## src/rtl/sumador_serie_ctrl.sv

```systemverilog
// sumador_serie_ctrl: bit-serial N-bit add sequencer driving one external 1-bit full adder
module sumador_serie_ctrl #(
    parameter int N = 8
) (
    input  logic         clk,
    input  logic         rst_n,
    input  logic         start,
    input  logic [N-1:0] a,
    input  logic [N-1:0] b,
    input  logic         ci_in,
    output logic         busy,
    output logic         done,
    output logic [N-1:0] s,
    output logic         co,
    output logic         add_a,
    output logic         add_b,
    output logic         add_ci,
    input  logic         add_s,
    input  logic         add_co
);
    localparam int CW = (N > 1) ? $clog2(N) : 1;

    typedef enum logic [1:0] {IDLE, SUMA, FIN} state_t;

    state_t         state_q, state_d;
    logic [N-1:0]   sr_a_q, sr_a_d, sr_b_q, sr_b_d, sr_res_q, sr_res_d, s_q, s_d;
    logic           carry_q, carry_d, co_q, co_d;
    logic [CW-1:0]  cnt_q, cnt_d;
    logic [N-1:0]   res_next;
    logic           last;

    // Sum bits enter at the MSB so after N shifts bit 0 holds the first (LSB) sum.
    assign res_next = N'({add_s, sr_res_q} >> 1);
    assign last     = (cnt_q == CW'(N - 1));
    assign busy     = (state_q == SUMA);
    assign done     = (state_q == FIN);
    assign add_a    = busy & sr_a_q[0];
    assign add_b    = busy & sr_b_q[0];
    assign add_ci   = busy & carry_q;
    assign s        = s_q;
    assign co       = co_q;

    always_comb begin
        state_d  = state_q;
        sr_a_d   = sr_a_q;
        sr_b_d   = sr_b_q;
        sr_res_d = sr_res_q;
        carry_d  = carry_q;
        cnt_d    = cnt_q;
        s_d      = s_q;
        co_d     = co_q;
        case (state_q)
            IDLE: if (start) begin
                state_d = SUMA;
                sr_a_d  = a;
                sr_b_d  = b;
                carry_d = ci_in;
                cnt_d   = '0;
            end
            SUMA: begin
                sr_res_d = res_next;
                carry_d  = add_co;
                sr_a_d   = sr_a_q >> 1;
                sr_b_d   = sr_b_q >> 1;
                cnt_d    = last ? cnt_q : cnt_q + 1'b1;
                if (last) begin
                    state_d = FIN;
                    s_d     = res_next;
                    co_d    = add_co;
                end
            end
            default: state_d = IDLE;
        endcase
    end

    always_ff @(posedge clk or negedge rst_n) begin
        if (!rst_n) begin
            state_q  <= IDLE;
            sr_a_q   <= '0;
            sr_b_q   <= '0;
            sr_res_q <= '0;
            carry_q  <= 1'b0;
            cnt_q    <= '0;
            s_q      <= '0;
            co_q     <= 1'b0;
        end else begin
            state_q  <= state_d;
            sr_a_q   <= sr_a_d;
            sr_b_q   <= sr_b_d;
            sr_res_q <= sr_res_d;
            carry_q  <= carry_d;
            cnt_q    <= cnt_d;
            s_q      <= s_d;
            co_q     <= co_d;
        end
    end
endmodule
```

## config.mk

```make
export PLATFORM = sky130hd
export DESIGN_NAME = sumador_serie_ctrl
export DESIGN_NICKNAME = d
export VERILOG_FILES = /design/src/rtl/sumador_serie_ctrl.sv
export SDC_FILE = /design/constraint.sdc
export NUM_CORES = 1
export LEC_CHECK = 0
export CORE_MARGIN = 5
export CORE_UTILIZATION = 45
export DETAILED_ROUTE_END_ITERATION = 6
export PLACE_DENSITY = 0.72
export SLEW_MARGIN = 20
export SYNTH_ARGS = -nofsm -noshare
export SYNTH_HDL_FRONTEND = slang
export SYNTH_SLANG_ARGS = --single-unit
```

## constraint.sdc

```tcl
create_clock -name clk -period 2.45 [get_ports clk]
set_input_delay 0.245 -clock clk [delete_from_list [all_inputs] [get_ports clk]]
set_output_delay 0.245 -clock clk [all_outputs]
set_load 0.01 [all_outputs]
```

==> flow_metrics.tcl, run 1 <==
set metrics [dict create \
    synth_commonest_cells "dfrtp_1, o22ai_1, nand2_1" \
    die_area_mm2 0.00510 \
    core_mm2 0.00366 \
    yosys.area.top_type_share 0.561 \
    switching_share 0.354 \
    setup_tns_ns 0 \
    avgRoutedWirePerCell_um 15.3 \
    dp_hpwl_um 2530 \
    cts.htree.levels 2 \
    synth_top_family_by_area "compound AO/OA/AOI/OAI gates" \
    yosys_warnings 0 \
    crit_required_ns 2.20 \
    syn_avg_cell_area_um2 10.7 \
    slowest_delay_ns 0.52 \
    muxShareOfSynthArea 0.0797 \
    cap_viol_max_count 0 \
    postCtsSetupRepairBufs 0 \
    cp_num_buf_inv 2 \
    synth_cell_types 21 \
    yosysSeqAreaShare 0.561 \
    net-switching-power_mw 0.911 \
    syn_inst 158 \
    via_per_inst 5.70 \
    synth_ff_type "dfrtp_1" \
    routed.top_layer "met4" \
    grt_max_degree 39 \
    nFillCells 330 \
    cts.root.buffer_cell "clkbuf_8" \
    startpoint_type "register" \
    dpl_cell_area_mm2 0.00206 \
    fin_nets 216 \
    cpLargestDelayFamily "buffers and inverters" \
    cts_tree "built" \
    synth-adder-area-share 0.0148 \
    post-synth-top-count-cell "dfrtp_1" \
    grt_pass1_wl_um 6280 \
    critPathKind "register to primary output" \
    synth-edff-count 0 \
    finalCritPeriodShare 0.869 \
    cts.sinks 38 \
    slowest_stage "dfrtp_1" \
    cts_hold_buf 0 \
    worst_ep_arrival_time_ns 1.88 \
    firstDrtPassIters 4 \
    r2r_cells 4 \
    synth_area_leaders "dfrtp_1, o22ai_1, mux2_4, nand2_1, a21oi_1" \
    p_leak_nw 0.945 \
    p_seq_frac 0.438 \
    grt_overflow 0 \
    postSynthNetCount 182 \
    synth-simple-area-share 0.104 \
    hold_viol_final 0 \
    critPathLaunch "state_q[1]$_DFFE_PN0P_" \
    fmax_ghz 0.470 \
    relSlewSlack 0.446 \
    area_growth_pct 26.1 \
    regArea_um2 951 \
    p_int_mw 1.66 \
    die_w_um 71.4 \
    finalCriticalPeriod_ns 2.13 \
    io_pins 36 \
    yosysTopAreaCell "dfrtp_1" \
    path_max_fanout 12 \
    clockBufferDepth 2 \
    async_flop_share 1.00 \
    finClkSkew_ns 0.00540 \
    powerDensity_mw_per_mm2 1200 \
    multiInputGateArea_um2 674 \
    grt_usage 0.155 \
    rsz0062_at_grt "no" \
    timing.critical_path.depth 4 \
    synth-compound-area-share 0.199 \
    dr_total_vias 1368 \
    portBuffers 35 \
    diodes 0 \
    cts_resized 0 \
    max-vdd-ir-drop_v 0.000424 \
    grt_pass1_vias 1383 \
    path_clk_slew_ns 0.07 \
    wl_um 3660 \
    slew_violations 0 \
    die_h_um 71.4 \
    drt_iter0_drc 58 \
    wl_met2_um 1760 \
    m1WireLength_um 1600 \
    min-delay-path-class "input port to asynchronous set/reset pin" \
    dr_wl_met3_um 262 \
    path_cells "nand2b_2 -> clkinv_2 -> and2_1 -> clkdlybuf4s50_1" \
    gp_congestion 0.788 \
    r2r-start "cnt_q[0]$_DFFE_PN0P_" \
    drive_above_1_share 0.115 \
    drt_drc_violations_left 0 \
    antenna_found_initial 0 \
    row_count 22 \
    pwr-share-comb 0.408 \
    numCtsBuffers 5 \
    clk_latency_ns 0.29 \
    final_area_mm2 0.00214 \
    tightest_slew_ns 0.831 \
    synthXorXnorAreaFrac 0 \
    start_util 0.463 \
    synth.cell_area_mm2 0.00170 \
    endpoint_kind "primary output" \
    clock_power_share 0.154 \
    ys_seq_elements 38 \
    postRouteAntennaNets 0 \
    setup_viol 0 \
    status "completed" \
]
## final cells by class
cell class	count	share of cell area
tap	48	0.0281
inverter	4	0.00761
sequential	38	0.445
timing repair buffer	37	0.169
multi-input combinational	106	0.315
clock buffer	7	0.0357
## logic make-up after synthesis
group,count (synthesis)
buf+inv,14
compound gates,59
mux,9
simple gates,36
flops,38
fa+ha+maj,2
## metrics by stage
stage	worst slack, ns	instances	power [mW]	utilization	hold WS, ns
final	0.321	240	2.57	0.584	0.0396
after global routing	0.205	240	2.77	0.584	0.136
after CTS	0.307	240	2.59	0.584	0.0791
after detailed placement	0.634	233	2.20	0.563	0.388
after global placement	0.675	233	2.12	0.563	0.380
after floorplan	1.02	158	1.77	-	-0.0506
## registers in the layout (all words and copies together) (netlist names)
name and flops:
carry_q 1, cnt_q 3, co 1, s 8
sr_a_q 8, sr_b_q 8, sr_res_q 7, state_q 2
## final timing paths
kind,slack [ns],end
worst max-delay path,0.32,add_b
worst min-delay path,0.04,s[1]$_DFFE_PN0P_
worst max register to register,0.89,s[7]$_DFFE_PN0P_
worst min register to register,0.50,sr_res_q[1]$_DFFE_PN0N_
max in group asynchronous,1.87,carry_q$_DFFE_PN0P_
min in group clk,0.50,sr_res_q[1]$_DFFE_PN0N_
## worst reg2reg max path: cells and delay by family (launching register included)
kind / cells / cell delay, ns
mux: 1 / 0.33
flops: 1 / 0.39
fa+ha+maj: 2 / 0.56
simple gates: 1 / 0.16
## cells in the final DEF, fill, tap and decap left out, types with 3 or more instances in the layout
cell and count:
nor2_1 3, o21ai_0 10, and2_1 3, o22ai_1 30
dfrtp_1 38, a21oi_1 17, clkbuf_8 5, mux2_4 9
nand2_1 24, clkdlybuf4s50_1 34
## metal layers
layer	global-route usage	vias up
met5	0	-
met4	0.0438	0
met3	0.0533	4
met2	0.248	56
met1	0.200	668
li1	-	640
## power groups by stage
stage	registers (mW)	logic, mW	clock network [mW]
global route	1.17	1.18	0.420
finish	1.13	1.05	0.395
CTS	1.13	1.06	0.406
detailed placement	1.14	1.06	0
global placement	1.11	1.01	0
floorplan	1.11	0.664	0
Power figures use the tool's default switching activity.
==> run 2, diff against run 1 <==
Settings changed: PLACE_DENSITY 0.72 to 0.75.
Clock period 2.45 ns to 1.9 ns, I/O delays scaled along.
==> run 2 against run 1 <==
Effect of this change: the flow now finishes with violations (negative hold slack); first-iteration DRC count shrank 3.4%; clock skew hardly changed; via count down 3.4%; worst hold slack lost 0.057 ns.
==> flow_metrics.tcl, run 2 (synthesized netlist as in run 1, its figures left out) <==
set metrics [dict create \
    hold_viol_final 38 \
    cap_viol_max_count 0 \
    avgRoutedWirePerCell_um 14.2 \
    p_seq_frac 0.384 \
    endpoint_kind "primary output" \
    powerDensity_mw_per_mm2 1640 \
    numCtsBuffers 5 \
    portBuffers 35 \
    setup_tns_ns 0 \
    critPathKind "register to primary output" \
    startpoint_type "register" \
    placed_cells 236 \
    switching_share 0.322 \
    grt_pass1_vias 1401 \
    row_count 22 \
    cts.root.buffer_cell "clkbuf_8" \
    p_int_mw 2.51 \
    grt_max_degree 39 \
    drive_above_1_share 0.160 \
    cts_tree "built" \
    finalCritPeriodShare 0.946 \
    final_common_cell "dfrtp_1" \
    mostFrequentLayoutCells "dfrtp_1, clkdlybuf4s50_1, o22ai_1, nand2_1, a21oi_1" \
    dr_total_vias 1321 \
    firstDrtPassIters 4 \
    dpl_worst_slack_ns 0.287 \
    grt_usage 0.157 \
    regArea_um2 951 \
    die_h_um 71.4 \
    crit_required_ns 1.71 \
    final-instance-count-excl-fill 248 \
    dp_hpwl_um 2530 \
    final_area_mm2 0.00226 \
    pwr-share-comb 0.388 \
    dpl_cell_area_mm2 0.00208 \
    core_mm2 0.00366 \
    gp_congestion 0.830 \
    min-delay-path-class "input port to asynchronous set/reset pin" \
    multiInputGateArea_um2 674 \
    power.total_mw 3.70 \
    max-vdd-ir-drop_v 0.000643 \
    path_max_fanout 11 \
    wl_um 3530 \
    start_util 0.463 \
    setup_viol 0 \
    postRouteAntennaNets 0 \
    fmax_ghz 0.556 \
    die_w_um 71.4 \
    r2r_cells 4 \
    net-switching-power_mw 1.19 \
    drt_iter0_drc 56 \
    violations "negative hold slack" \
    status "finished with violations" \
    fin_nets 223 \
    io_pins 36 \
    finalCriticalPeriod_ns 1.80 \
    holdWs_ns -0.0173 \
    worst_ep_arrival_time_ns 1.61 \
    cts.htree.levels 2 \
    rsz0062_at_grt "no" \
    drt_drc_violations_left 0 \
    nFillCells 304 \
    path_clk_slew_ns 0.07 \
    slew_violations 0 \
    clk_latency_ns 0.29 \
    tightest_slew_ns 0.808 \
    area_growth_pct 33.5 \
    antenna_found_initial 0 \
    p_leak_nw 1.02 \
    grt_pass1_wl_um 6420 \
    cts.sinks 38 \
    postLayoutSetupSlackWorst_ns 0.102 \
    clock_power_share 0.228 \
    grt_overflow 0 \
    diodes 0 \
    die_area_mm2 0.00510 \
    relSlewSlack 0.461 \
    finClkSkew_ns 0.00514 \
    via_per_inst 5.33 \
    clockBufferDepth 2 \
]
run 2: cell count changes in the layout (fill, tap and decap cells not counted), sizes merged:
cell           before  now
buf                 3   10
bufinv              0    2
clkbuf              7    6
clkdlybuf4s50      34   33
dlymetal6s2s        0    1
run 2: layout make-up:
class / count / share of cell area
clock buffers: 6 / 0.0365
well taps: 48 / 0.0265
repair buffers: 44 / 0.184
multi-input cells: 106 / 0.298
clock inverters: 2 / 0.0265
flip-flops and latches: 38 / 0.420
inverters: 4 / 0.00884
run 2: power groups by stage:
stage | combinational (mW) | clock (mW) | sequential [mW]
after floorplan | 0.856 | 0 | 1.43
after global placement | 1.34 | 0 | 1.42
after detailed placement | 1.39 | 0 | 1.44
after CTS | 1.40 | 0.859 | 1.42
after global routing | 1.63 | 0.894 | 1.48
final | 1.44 | 0.844 | 1.42
run 2: repair_timing:
action / CTS / global route
hold buffers: 0 / 0
buffers inserted: 0 / 4
gates resized for setup: 1 / 1
endpoints found under the setup margin: 3 / 3
pin swaps: 0 / 0
run 2: worst max-delay path, stage by stage (launching register included):
cell and delay (ns):
dfrtp_1 0.38, nand2b_2 0.20, clkinv_4 0.09, and2_1 0.12
clkdlybuf4s50_1 0.53
run 2: routing by layer:
layer | track usage | vias up | share of wire
met5 | 0 | - | 0
met3 | 0.0575 | 12 | 0.050
met2 | 0.237 | 36 | 0.47
li1 | - | 655 | -
met1 | 0.207 | 618 | 0.46
met4 | 0.0605 | 0 | 0.025
run 2: stage by stage:
step | utilization | hold WS, ns
5_1_grt | 0.618 | 0.0644
3_3_place_gp | 0.569 | 0.319
4_1_cts | 0.609 | 0.0154
3_5_place_dp | 0.569 | 0.333
6_report | 0.618 | -0.0173
2_1_floorplan | - | -0.106
run 2: final timing paths:
check / slack, ns / endpoint / from
setup / recovery: 0.10 / add_ci / state_q[1]$_DFFE_PN0P_
hold / removal: -0.02 / cnt_q[1]$_DFFE_PN0P_ / rst_n
setup reg to reg: 0.39 / s[5]$_DFFE_PN0P_ / cnt_q[0]$_DFFE_PN0P_
hold reg to reg: 0.49 / sr_res_q[1]$_DFFE_PN0N_ / sr_res_q[1]$_DFFE_PN0N_
max in group asynchronous: 1.40 / sr_b_q[4]$_DFFE_PN0P_ / rst_n
min in group clk: 0.45 / sr_b_q[7]$_DFFE_PN0P_ / b[7]
==> run 3, diff against run 2 <==
Settings changed: CELL_PAD_IN_SITES_DETAIL_PLACEMENT set to 1, CELL_PAD_IN_SITES_GLOBAL_PLACEMENT set to 1, CORE_UTILIZATION 45 to 35, PLACE_DENSITY 0.75 to not set, PLACE_DENSITY_LB_ADDON set to 0.1.
==> run 3 against run 2 <==
Effect of this change: the flow now finishes without violations; die area grew 24%; wire length grew 26%; core utilization shrank 14 points; largest cell class unchanged; largest power group is now sequential cells.
==> flow_metrics.tcl, run 3 (synthesized netlist as in run 1, its figures left out) <==
set metrics [dict create \
    dp_hpwl_um 3160 \
    fin_nets 222 \
    r2r-start "cnt_q[0]$_DFFE_PN0P_" \
    grt_pass1_vias 1505 \
    cts.sinks 38 \
    r2r-end "s[6]$_DFFE_PN0P_" \
    grt_pass1_wl_um 7470 \
    clk_latency_ns 0.30 \
    placed_cells 257 \
    slew_violations 0 \
    slowest_stage "clkdlybuf4s50_1" \
    relSlewSlack 0.671 \
    multiInputGateArea_um2 674 \
    postRouteAntennaNets 0 \
    dpl_worst_slack_ns 0.250 \
    final_common_cell "dfrtp_1" \
    final-instance-count-excl-fill 266 \
    max-vdd-ir-drop_v 0.000584 \
    finClkSkew_ns 0.00886 \
    hold_end "sr_b_q[7]$_DFFE_PN0P_" \
    final_area_mm2 0.00224 \
    finalCritPeriodShare 0.916 \
    wl_um 4460 \
    core_mm2 0.00472 \
    rrSetupSlack_ns 0.30 \
    avgRoutedWirePerCell_um 16.7 \
    numCtsBuffers 5 \
    r2r_cells 4 \
    finalCriticalPeriod_ns 1.74 \
    row_count 25 \
    powerDensity_mw_per_mm2 1580 \
    nFillCells 527 \
    status "completed" \
    die_area_mm2 0.00634 \
    tightest_slew_ns 0.493 \
    whs_path_depth 3 \
    drt_drc_violations_left 0 \
    firstDrtPassIters 4 \
    p_leak_nw 0.989 \
    dr_total_vias 1395 \
    crit_required_ns 1.71 \
    setup_viol 0 \
    rsz0062_at_grt "no" \
    area_growth_pct 32.3 \
    worst_ep_arrival_time_ns 1.55 \
    die_w_um 79.6 \
    gp_congestion 0.741 \
    cpLargestDelayFamily "buffers and inverters" \
    drt_iter0_drc 51 \
    die_h_um 79.6 \
    path_max_fanout 11 \
    hold_start "b[7]" \
    antenna_found_initial 0 \
    mostFrequentLayoutCells "dfrtp_1, o22ai_1, clkdlybuf4s50_1, nand2_1, a21oi_1" \
    dpl_cell_area_mm2 0.00212 \
    drive_above_1_share 0.151 \
    io_pins 36 \
    cap_viol_max_count 0 \
    grt_overflow 0 \
    setup_tns_ns 0 \
    endpoint_kind "primary output" \
    postCtsSetupRepairBufs 0 \
    path_cells "buf_4 -> inv_1 -> nor2_1 -> clkdlybuf4s50_1" \
    cts_tree "built" \
    portBuffers 35 \
    postLayoutSetupSlackWorst_ns 0.159 \
    fmax_ghz 0.574 \
    critPathKind "register to primary output" \
    start_util 0.359 \
    startpoint_type "register" \
    cts.htree.levels 2 \
    clockBufferDepth 2 \
    via_per_inst 5.24 \
    slowest_delay_ns 0.54 \
    min-delay-path-class "input port to register" \
    path_clk_slew_ns 0.08 \
    regArea_um2 951 \
    cts.root.buffer_cell "clkbuf_8" \
    grt_max_degree 39 \
    grt_usage 0.155 \
    cp_num_buf_inv 3 \
    diodes 0 \
    hold_viol_final 0 \
    holdWs_ns 0.440 \
]
run 3: cell types whose count changed in the layout (fill, tap and decap cells not counted), sizes merged:
cell and delta:
dlymetal6s2s -1, dlygate4sd3 +1, clkbuf -1, dlygate4sd2 +4
buf -2, clkinvlp +2, clkdlybuf4s50 -3, bufinv -1
run 3: how the worst max path moves through the flow:
stage | end | from | depth (start not counted) | slack [ns]
detailed placement | sr_a_q[0]$_DFFE_PN0P_ | start | 4 | 0.25
global placement | sr_a_q[6]$_DFFE_PN0P_ | start | 4 | 0.34
floorplan | co$_DFFE_PN0P_ | cnt_q[0]$_DFFE_PN0P_ | 5 | 0.47
CTS | done | state_q[1]$_DFFE_PN0P_ | 4 | 0.13
global route | done | state_q[1]$_DFFE_PN0P_ | 4 | 0.06
finish | done | state_q[1]$_DFFE_PN0P_ | 4 | 0.16
run 3: cell type report:
cell class | instances | area share
Multi-Input combinational cell | 106 | 0.301
Inverter | 4 | 0.00725
Tap cell | 67 | 0.0374
Clock buffer | 5 | 0.0307
Clock inverter | 3 | 0.0201
Sequential cell | 38 | 0.424
Timing Repair Buffer | 43 | 0.180
run 3: routing by layer:
metal | part of all wire | GRT usage
met1 | 0.46 | 0.194
met2 | 0.49 | 0.250
met3 | 0.039 | 0.0429
met4 | 0.017 | 0.0636
met5 | 0 | 0
run 3: tightest hold or removal path, cell delays in order:
cell             delay (ns)
clkdlybuf4s50_1        0.40
nand2_1                0.05
o21ai_0                0.06
run 3: through the flow:
stage / total power, mW / utilization
6_report: 3.55 / 0.475
5_1_grt: 3.82 / 0.475
4_1_cts: 3.60 / 0.475
3_5_place_dp: 2.93 / 0.450
3_3_place_gp: 2.82 / 0.450
2_1_floorplan: 2.28 / -
run 3: power breakdown:
part	internal (mW)	switching, mW
clock network	0.390	0.301
logic	0.712	0.702
registers	1.17	0.268
total	2.28	1.27
run 3: repair_timing:
action / in CTS / in global routing
resized for setup: 4 / 0
hold endpoints to repair: 38 / 0
setup endpoints to repair: 4 / 0
hold buffers: 1 / 0
